--- config.mk ---
export PLATFORM = sky130hd
export DESIGN_NAME = mem_arbiter
export DESIGN_NICKNAME = d
export VERILOG_FILES = /design/src/rtl/mem_arb_pkg.sv /design/src/rtl/mem_arbiter.sv
export SDC_FILE = /design/constraint.sdc
export NUM_CORES = 1
export LEC_CHECK = 0
export CAP_MARGIN = 5
export CORE_AREA = 3 3 437 439
export CTS_BUF_LIST = sky130_fd_sc_hd__clkbuf_8
export CTS_CLUSTER_SIZE = 12
export DETAILED_ROUTE_END_ITERATION = 7
export DIE_AREA = 0 0 440 442
export SLEW_MARGIN = 30
export SYNTH_ARGS = -nofsm -noshare
export SYNTH_HDL_FRONTEND = slang
export SYNTH_SLANG_ARGS = --single-unit
--- constraint.sdc ---
create_clock -name clk -period 4.6 [get_ports clk]
set_input_delay 0.92 -clock clk [delete_from_list [all_inputs] [get_ports clk]]
set_output_delay 0.92 -clock clk [all_outputs]
set_load 0.01 [all_outputs]
--- src/rtl/mem_arb_pkg.sv ---
`default_nettype none
// ----------------------------------------------------------------------------
// mem_arb_pkg: shared state encoding and default widths for mem_arbiter
// Revision: 1.0
// ----------------------------------------------------------------------------
package mem_arb_pkg;

  localparam int DEF_ADDR_WIDTH = 32;
  localparam int DEF_LINE_WIDTH = 256;
  localparam int DEF_TIMEOUT    = 1023;

  typedef enum logic [1:0] {
    IDLE  = 2'd0,
    GNT_I = 2'd1,
    GNT_D = 2'd2
  } arb_state_t;

endpackage : mem_arb_pkg
`default_nettype wire

--- src/rtl/mem_arbiter.sv ---
`default_nettype none
// ----------------------------------------------------------------------------
// mem_arbiter: round-robin arbiter of icache/dcache line requests onto one
//              memory port, with a sticky acknowledge-timeout flag.
// Revision: 1.0
// ----------------------------------------------------------------------------
module mem_arbiter
  import mem_arb_pkg::*;
#(
  parameter int ADDR_WIDTH = DEF_ADDR_WIDTH,
  parameter int LINE_WIDTH = DEF_LINE_WIDTH,
  parameter int TIMEOUT    = DEF_TIMEOUT
) (
  input  logic                  clk,
  input  logic                  rst,
  input  logic [ADDR_WIDTH-1:0] iad,
  input  logic                  imreq,
  output logic                  acki_n,
  input  logic [ADDR_WIDTH-1:0] dad,
  input  logic                  dmreq,
  input  logic                  dmwrite,
  input  logic [LINE_WIDTH-1:0] dwdata,
  output logic                  ackd_n,
  output logic [LINE_WIDTH-1:0] rdata,
  output logic [ADDR_WIDTH-1:0] maddr,
  output logic                  mreq,
  output logic                  mwrite,
  output logic [LINE_WIDTH-1:0] mwdata,
  input  logic [LINE_WIDTH-1:0] mrdata,
  input  logic                  ackm_n,
  output logic                  err
);

  localparam int               C_CNT_W   = (TIMEOUT < 1) ? 1 : $clog2(TIMEOUT + 1);
  localparam logic [C_CNT_W-1:0] C_TIMEOUT = C_CNT_W'(TIMEOUT);

  arb_state_t           r_state;
  arb_state_t           w_next;
  logic [C_CNT_W-1:0]   r_cnt;
  logic                 r_last_d;
  logic                 r_err;
  logic [ADDR_WIDTH-1:0] r_maddr;
  logic                 r_mwrite;
  logic [LINE_WIDTH-1:0] r_mwdata;
  logic                 w_timeout;

  always_ff @(posedge clk) begin
    if (rst) r_state <= IDLE;
    else     r_state <= w_next;
  end

  always_comb begin
    w_next    = r_state;
    w_timeout = 1'b0;
    mreq      = 1'b0;
    acki_n    = 1'b1;
    ackd_n    = 1'b1;
    case (r_state)
      IDLE: begin
        // on a tie, grant the requester that was not granted last
        if (dmreq && (!imreq || !r_last_d)) w_next = GNT_D;
        else if (imreq)                     w_next = GNT_I;
      end
      GNT_I, GNT_D: begin
        mreq      = 1'b1;
        w_timeout = ackm_n && (r_cnt == C_TIMEOUT);
        if (!ackm_n || w_timeout) w_next = IDLE;
        if (!ackm_n && !rst) begin
          if (r_state == GNT_I) acki_n = 1'b0;
          else                  ackd_n = 1'b0;
        end
      end
      default: w_next = IDLE;
    endcase
  end

  always_ff @(posedge clk) begin
    if (rst) begin
      r_cnt    <= '0;
      r_last_d <= 1'b0;
      r_err    <= 1'b0;
      r_maddr  <= '0;
      r_mwrite <= 1'b0;
      r_mwdata <= '0;
    end else begin
      if (r_state == IDLE) begin
        r_cnt <= '0;
        if (w_next == GNT_D) begin
          r_maddr  <= dad;
          r_mwrite <= dmwrite;
          r_mwdata <= dwdata;
          r_last_d <= 1'b1;
        end else if (w_next == GNT_I) begin
          r_maddr  <= iad;
          r_mwrite <= 1'b0;
          r_mwdata <= '0;
          r_last_d <= 1'b0;
        end
      end else begin
        r_cnt <= r_cnt + C_CNT_W'(1);
      end
      if (w_timeout) r_err <= 1'b1;
    end
  end

  assign maddr  = r_maddr;
  assign mwrite = r_mwrite;
  assign mwdata = r_mwdata;
  assign err    = r_err;
  assign rdata  = mrdata;

endmodule : mem_arbiter
`default_nettype wire

==> impl_results.md, run 1 <==
- Post-synthesis cell type with the largest combined area: dfxtp_1
- Pwr Density: roughly 460 mW/mm^2
- Sink Count: just over 300
- Largest net degree at the start of global routing: 152
- FFs w/ async S/R, synth: 0
- Initial antenna violation count: slightly below 70
- Final worst-path cycle share: 0.784
- Max incr delay on CP: ~0.6 ns
- Chip height: between 400 and 500 um
- Post-route cell area: between 0.02 and 0.025 mm^2
- Final worst slack: a little under 1 ns
- Cells after synthesis: between 1.5k and 2k
- Post-layout nets: 2534
- Post-CTS Hold Fix Bufs: 0
- Power Internal: 6110 uW
- Setup crit end kind: output port
- GRT overflow: 0
- CTS tree: yes
- Mapped Avg Cell Area: ~8.4 um^2
- Clk pwr share: 0.315
- Switching power: around 4000 uW
- Cell Area, Synth: ~0.014 mm^2
- FF-to-FF setup slack: about 1.4 ns
- Top post-synthesis cells by area: dfxtp_1 44%, buf_4 14%, a21oi_1 9.1%
- Hold Crit Endpoint: mwdata[6]$_SDFFE_PP0P_
- Antenna Violating Nets Remaining: 0
- Worst Hold Launch: mwdata[6]$_SDFFE_PP0P_
- DRC viols: 0
- RSZ-0062 raised after global routing: false
- Net Count, Synth: 2208
- Fin. max-slew vios: 0
- Layout cells sized above 1: 0.0890
- #FFs+latches synth: approximately 300
- Leakage power: ~0.0067 uW
- Sequential element share of the synthesized area: 0.445
- Kind of critical path: reg2out
- Row count: about 160
- Critical R2R Launch: r_cnt[0]$_SDFF_PP0_
- Routed length per instance: approximately 26 um
- Worst Setup Start Kind: register
- Data required, critical path: ~3.7 ns
- Final Hold Vio Count: 0
- Max frequency: around 280 MHz
- Hold WS: ~0.45 ns
- Setup TNS: 0 ns
- Commonest cells in the netlist: 303 x dfxtp_1, 260 x buf_4, 260 x nand2_1
- Worst Path Arrival: 2.69 ns
- Hold depth: 2
- Clock transition at path regs: approximately 0.050 ns
- CTS H-tree depth: 3
- Root Buffer: clkbuf_8
- Hpwl dp: ~100000 um
- Final setup fails: 0
- Slowest cell on crit path: or4b_2
- Die area: 0.194 mm^2
- Clock Path Buffers: 3
- Synth Warn #: 0
- Vias in the first global route: 13.1k
- Cell variety after synth: 39
- Critical-path cell list: inv_1 > ha_1 > or4b_2 > clkdlybuf4s50_1
- Max rail drop VDD: roughly 0.23 mV
- Synth-to-layout area growth: 60.9%
- Initial Util: 0.0727
- RD Place Congestion: ~0.78
- Number of synthesized flops with an enable pin: 0
- IO buf count: between 600 and 700
- Clock skew: ~0.062 ns
- Worst skew pair latency: between 0.7 and 0.8 ns
- Io pins: around 1.1k
- Dpl ws: just under 0.9 ns
- Switch share: 0.391
- Via density: a little under 3
- Placed instance area: approximately 0.021 mm^2
- Reg2reg path depth: 10
- Cts repair resizes: 0
- Outcome: completed
- CTS Buf Count: between 60 and 70
- Worst hold path type: reg2reg
- Pre-antenna DRT Iters: 5
- Area share of the largest cell type after synthesis: 0.445
- Crit path time final: roughly 3.6 ns
- Max-Cap Viols: 0
- Tot GR Track Use: 0.116
- Crit-path max FO: 6
- Sequential share of power: 0.320
- CORE AREA: 0.188 mm^2
- WL final: roughly 120000 um
- Post-CTS setup buffer count: 0
- DRT iter0 DRCs: 832
- First-pass GRT wire length: around 150000 um
- Max_slew headroom: 0.346
- R2R Path End: maddr[17]$_SDFFE_PP0P_
- Worst-margin pin slew: 0.981 ns
- Comb power frac: 0.365
- Chip width: approximately 440 um
- Main synth FF type: dfxtp_1
- Count leader, synth: dfxtp_1
- Detailed-route via count: about 13k
[layout by cell type, fill, tap and decap left out, types with 3 or more instances in the layout]
cell type,instances
nand3_2,21
nand3_1,240
dfxtp_1,303
xnor2_1,5
a211oi_2,10
ha_1,4
clkbuf_8,83
a211oi_1,22
o21ai_0,3
nor2_1,44
a21oi_1,249
buf_12,7
nand2_1,260
clkinv_2,11
clkinvlp_4,3
inv_1,26
mux2i_1,32
buf_4,19
diode_2,15
clkdlybuf4s50_1,617
a21oi_2,10
[flip-flops by register name, indices dropped and copies added, names as in the netlist]
| register | cells |
|---|---|
| err | 1 |
| maddr | 32 |
| mwdata | 256 |
| mwrite | 1 |
| r_cnt | 10 |
| r_last_d | 1 |
| r_state | 2 |
[cell type report]
class | instances | area (um^2)
fillers | 21500 | 166000
inverters | 6 | 22.5
repair buffers | 644 | 6470
well taps | 2495 | 3120
multi-input cells | 925 | 4840
clock buffers | 83 | 1140
flip-flops and latches | 303 | 6070
diodes | 15 | 37.5
clock inverters | 39 | 230
[kinds of logic (layout without fill, tap and decap cells)]
| family | after synthesis | after routing | synth area share |
|---|---|---|---|
| flip-flops | 303 | 303 | 0.445 |
| AND/OR/NAND/NOR | 583 | 583 | 0.198 |
| AO/OA/AOI/OAI | 299 | 299 | 0.124 |
| adder cells (fa/ha/maj) | 5 | 5 | 0.00459 |
| multiplexers | 32 | 32 | 0.0235 |
| buffers and inverters | 393 | 772 | 0.202 |
| XOR/XNOR | 6 | 6 | 0.00385 |
| other | 0 | 15 | 0 |
[critical path: cells and delay by family, from the launching register on]
kind                     cells  cell delay (ns)
adder cells (fa/ha/maj)      1             0.38
buffers and inverters        2             0.57
AND/OR/NAND/NOR              1             0.60
flip-flops                   1             0.43
[power by group through the flow]
stage / combinational (uW) / sequential [uW] / clock, uW
2_1_floorplan: 2000 / 3410 / 0
3_3_place_gp: 3710 / 3240 / 0
3_5_place_dp: 3740 / 3260 / 0
4_1_cts: 3760 / 3210 / 3340
5_1_grt: 4000 / 3260 / 3430
6_report: 3670 / 3210 / 3160
[per-stage QoR]
step,total power [uW],instances,util
floorplan,5410,1621,-
global placement,6950,4373,0.109
finish,10000,4510,0.117
CTS,10300,4495,0.117
global route,10700,4509,0.117
detailed placement,7010,4373,0.109
[layer usage]
metal | vias to the layer above | routed length (um) | GRT usage | part of all wire
met5 | - | 0 | 0.000744 | 0
met3 | 271 | 24000 | 0.108 | 0.20
met2 | 1014 | 52700 | 0.180 | 0.45
li1 | 5870 | - | - | -
met4 | 0 | 4840 | 0.0515 | 0.041
met1 | 6033 | 36600 | 0.104 | 0.31
[worst max path at each step]
stage,start,to,slack [ns],cells after the start
global placement,dmreq,maddr[17]$_SDFFE_PP0P_,0.92,10
finish,r_state[0]$_SDFF_PP0_,ackd_n,0.99,4
floorplan,rst,ackd_n,1.95,2
CTS,r_state[0]$_SDFF_PP0_,ackd_n,0.91,4
detailed placement,dmreq,maddr[17]$_SDFFE_PP0P_,0.89,10
global route,r_state[1]$_SDFF_PP0_,ackd_n,0.87,4
Power figures use the tool's default switching activity.
==> run 2, diff against run 1 <==
CORE_AREA = 3 3 438 440   (was 3 3 437 439)
DIE_AREA = 0 0 441 443   (was 0 0 440 442)
clock period = 2.97 ns   (was 4.6 ns; I/O delays follow)
==> run 2 against run 1 <==
  * Combinational power up 75%
  * Sequential power up 56%
  * Via count up 0.54%
  * Total power up 61%
  * Register-to-register slack worse by 1.2 ns
  * Final area up 2.5%
  * Final cell count up 0.64%
  * Global-route usage up 0.13 points
  * Setup slack worse by 0.80 ns
  * Routed wire length up 2.7%
  * Sequential share of layout area down 0.66 points
==> impl_results.md, run 2 (synthesis results as in run 1) <==
- Crit path time final: 2.78 ns
- Critical-path cell list: ha_4 > nand3_4 > nor4_4 > buf_4 > a2bb2oi_2 > inv_1 > ha_4 > and2b_4 > buf_12 > buf_6 > buf_12 > nor2_1 > a211oi_1
- CTS tree: yes
- CTS Buf Count: 59 (-12%)
- Final Hold Vio Count: 0 (unchanged)
- Hpwl dp: 107000 um (+4.7%)
- GRT overflow: 0 (unchanged)
- Multi-input gate area: 0.00488 mm^2 (+0.85%)
- Outcome: completed
- Worst skew pair latency: 0.73 ns (about the same)
- Chip width: 441 um (+0.23%)
- Clock transition at path regs: 0.05 ns (about the same)
- Detailed-route via count: 13.3k (+0.54%)
- Worst Path Arrival: 3.35 ns (+0.66 ns)
- Switching power: 6140 uW (+56%)
- Largest net degree at the start of global routing: 169 (+11%)
- Setup crit end kind: register
- Power consumption: 16100 uW (+61%)
- Critical R2R Launch: r_cnt[1]$_SDFF_PP0_
- Crit-path max FO: 27 (+21)
- Clock skew: 0.0762 ns (+0.0137 ns)
- Max_slew headroom: 0.390 (+0.0435)
- Root Buffer: clkbuf_8
- Fin. max-slew vios: 0 (unchanged)
- Power Internal: 9970 uW (+63%)
- Most frequent cells in the layout: 616 x clkdlybuf4s50_1, 300 x dfxtp_1, 260 x nand2_1, 249 x a21oi_1, 239 x nand3_1
- Post-layout nets: 2572 (+1.5%)
- Chip height: 443 um (+0.23%)
- RSZ-0062 raised after global routing: false
- RD Place Congestion: 0.832 (+6.4%)
- Die area: 0.195 mm^2 (+0.45%)
- DRT iter0 DRCs: 915 (+10%)
- Via density: 2.92 (-0.10%)
- Reg2reg path depth: 13 (+3)
- Max-Cap Viols: 0 (unchanged)
- Vias in the first global route: 13.2k (+0.59%)
- Crit path from: r_cnt[1]$_SDFF_PP0_
- Row count: 159 (unchanged)
- DRC viols: 0 (unchanged)
- Post-layout util: 0.120 (+0.00270)
- Worst-margin pin slew: 0.916 ns (-0.0652 ns)
- Antenna Violating Nets Remaining: 0 (unchanged)
- Data required, critical path: 3.54 ns (-0.14 ns)
- Pwr Density: 717 mW/mm^2 (+57%)
- Sequential share of power: 0.311 (-0.009)
- CTS H-tree depth: 2 (-1)
- Max rail drop VDD: 0.376 mV (+65%)
- Layout cells sized above 1: 0.111 (+0.0223)
- Post-route cell area: 0.0225 mm^2 (+2.5%)
- R2R Path End: maddr[19]$_SDFFE_PP0P_
- IO buf count: 618 (unchanged)
- Io pins: 1131 (unchanged)
- Switch share: 0.381 (-0.0103)
- Kind of critical path: reg2reg
- First-pass GRT wire length: 148000 um (+1.6%)
- Sink Count: 303 (unchanged)
- Clock Path Buffers: 3 (unchanged)
- FF-to-FF setup slack: 0.19 ns (-1.25 ns)
- Worst Setup Start Kind: register
- Worst setup path endpoint: maddr[19]$_SDFFE_PP0P_
- Slowest cell on crit path: dfxtp_1
- CORE AREA: 0.188 mm^2 (+0.21%)
- Worst hold path type: in2reg
- FILL cells: 21.5k (+0.15%)
- Max frequency: ~360 MHz
- Final setup fails: 0 (unchanged)
- Max FFs per register: 256 (unchanged)
- Clk pwr share: 0.291 (-0.024)
- Initial Util: 0.0725 (-0.000154)
- Placed instance area: 0.0211 mm^2 (+2.6%)
- Leakage power: 0.00697 uW (+3.6%)
- Synth-to-layout area growth: 64.9%
- WL final: 121000 um (+2.7%)
- Hold WS: 0.214 ns (-0.235 ns)
- Worst Hold Launch: rst
- Pre-antenna DRT Iters: 7 (+2)
- Max incr delay on CP: 0.40 ns (-0.20 ns)
- Initial antenna violation count: 45 (-35%)
- Commonest non-fill, non-tap cell in the layout: clkdlybuf4s50_1
- Comb power frac: 0.398 (+0.033)
- Final worst-path cycle share: 0.934
- Tot GR Track Use: 0.118 (+0.00133)
- Sequential Area: 0.00607 mm^2 (about the same)
- Routed length per instance: 26.7 um (+2.1%)
==> run 2: final cells by class <==
type	count	area share
well taps	2495	0.139
diodes	13	0.00145
inverters	6	0.00100
repair buffers	690	0.314
multi-input cells	925	0.217
clock buffers	78	0.0477
flip-flops and latches	303	0.270
clock inverters	29	0.0103
==> run 2: layer usage <==
layer	track usage	vias to the layer above	routed length, um
met1	0.105	6160	37000
met4	0.0494	2	5030
met2	0.185	931	54900
li1	-	5947	-
met5	0.00323	-	42
met3	0.106	219	24400
==> run 2: worst min path at each step <==
stage / end / slack (ns) / cells after the start
after floorplan: r_cnt[0]$_SDFF_PP0_ / 0.43 / 1
after global placement: mwdata[136]$_SDFFE_PP0P_ / 0.44 / 2
after detailed placement: mwdata[80]$_SDFFE_PP0P_ / 0.44 / 2
after CTS: mwdata[219]$_SDFFE_PP0P_ / 0.13 / 3
after global routing: mwdata[219]$_SDFFE_PP0P_ / 0.18 / 3
final: mwdata[219]$_SDFFE_PP0P_ / 0.21 / 3
==> run 2: power groups by stage <==
stage          clock, uW  combinational, uW  sequential [uW]
2_1_floorplan          0               3090             5280
3_3_place_gp           0               6390             5090
3_5_place_dp           0               6430             5110
4_1_cts             4920               6460             5030
5_1_grt             5050               6920             5090
6_report            4690               6410             5020
==> run 2: worst max-delay path: cells and delay by family (launching register included) <==
| kind | cells | cell delay (ns) |
|---|---|---|
| simple gates | 4 | 0.69 |
| fa+ha+maj | 2 | 0.38 |
| flops | 1 | 0.40 |
| buf+inv | 5 | 0.79 |
| compound gates | 2 | 0.39 |
==> run 2: timing repair <==
item | in CTS | in global routing
buffers inserted | 0 | 2
pin swaps | 0 | 1
gates resized for setup | 8 | 8
cloned | 0 | 1
setup endpoints to repair | 1 | 82
hold buffers | 0 | 0
==> run 2: metrics by stage <==
stage	setup TNS [ns]	std cells	setup WS (ns)
floorplan	0	1621	0.618
global placement	-13.48	4416	-0.153
detailed placement	-27.76	4416	-0.254
CTS	0	4523	0.0196
global route	0	4537	0.0160
finish	0	4539	0.195
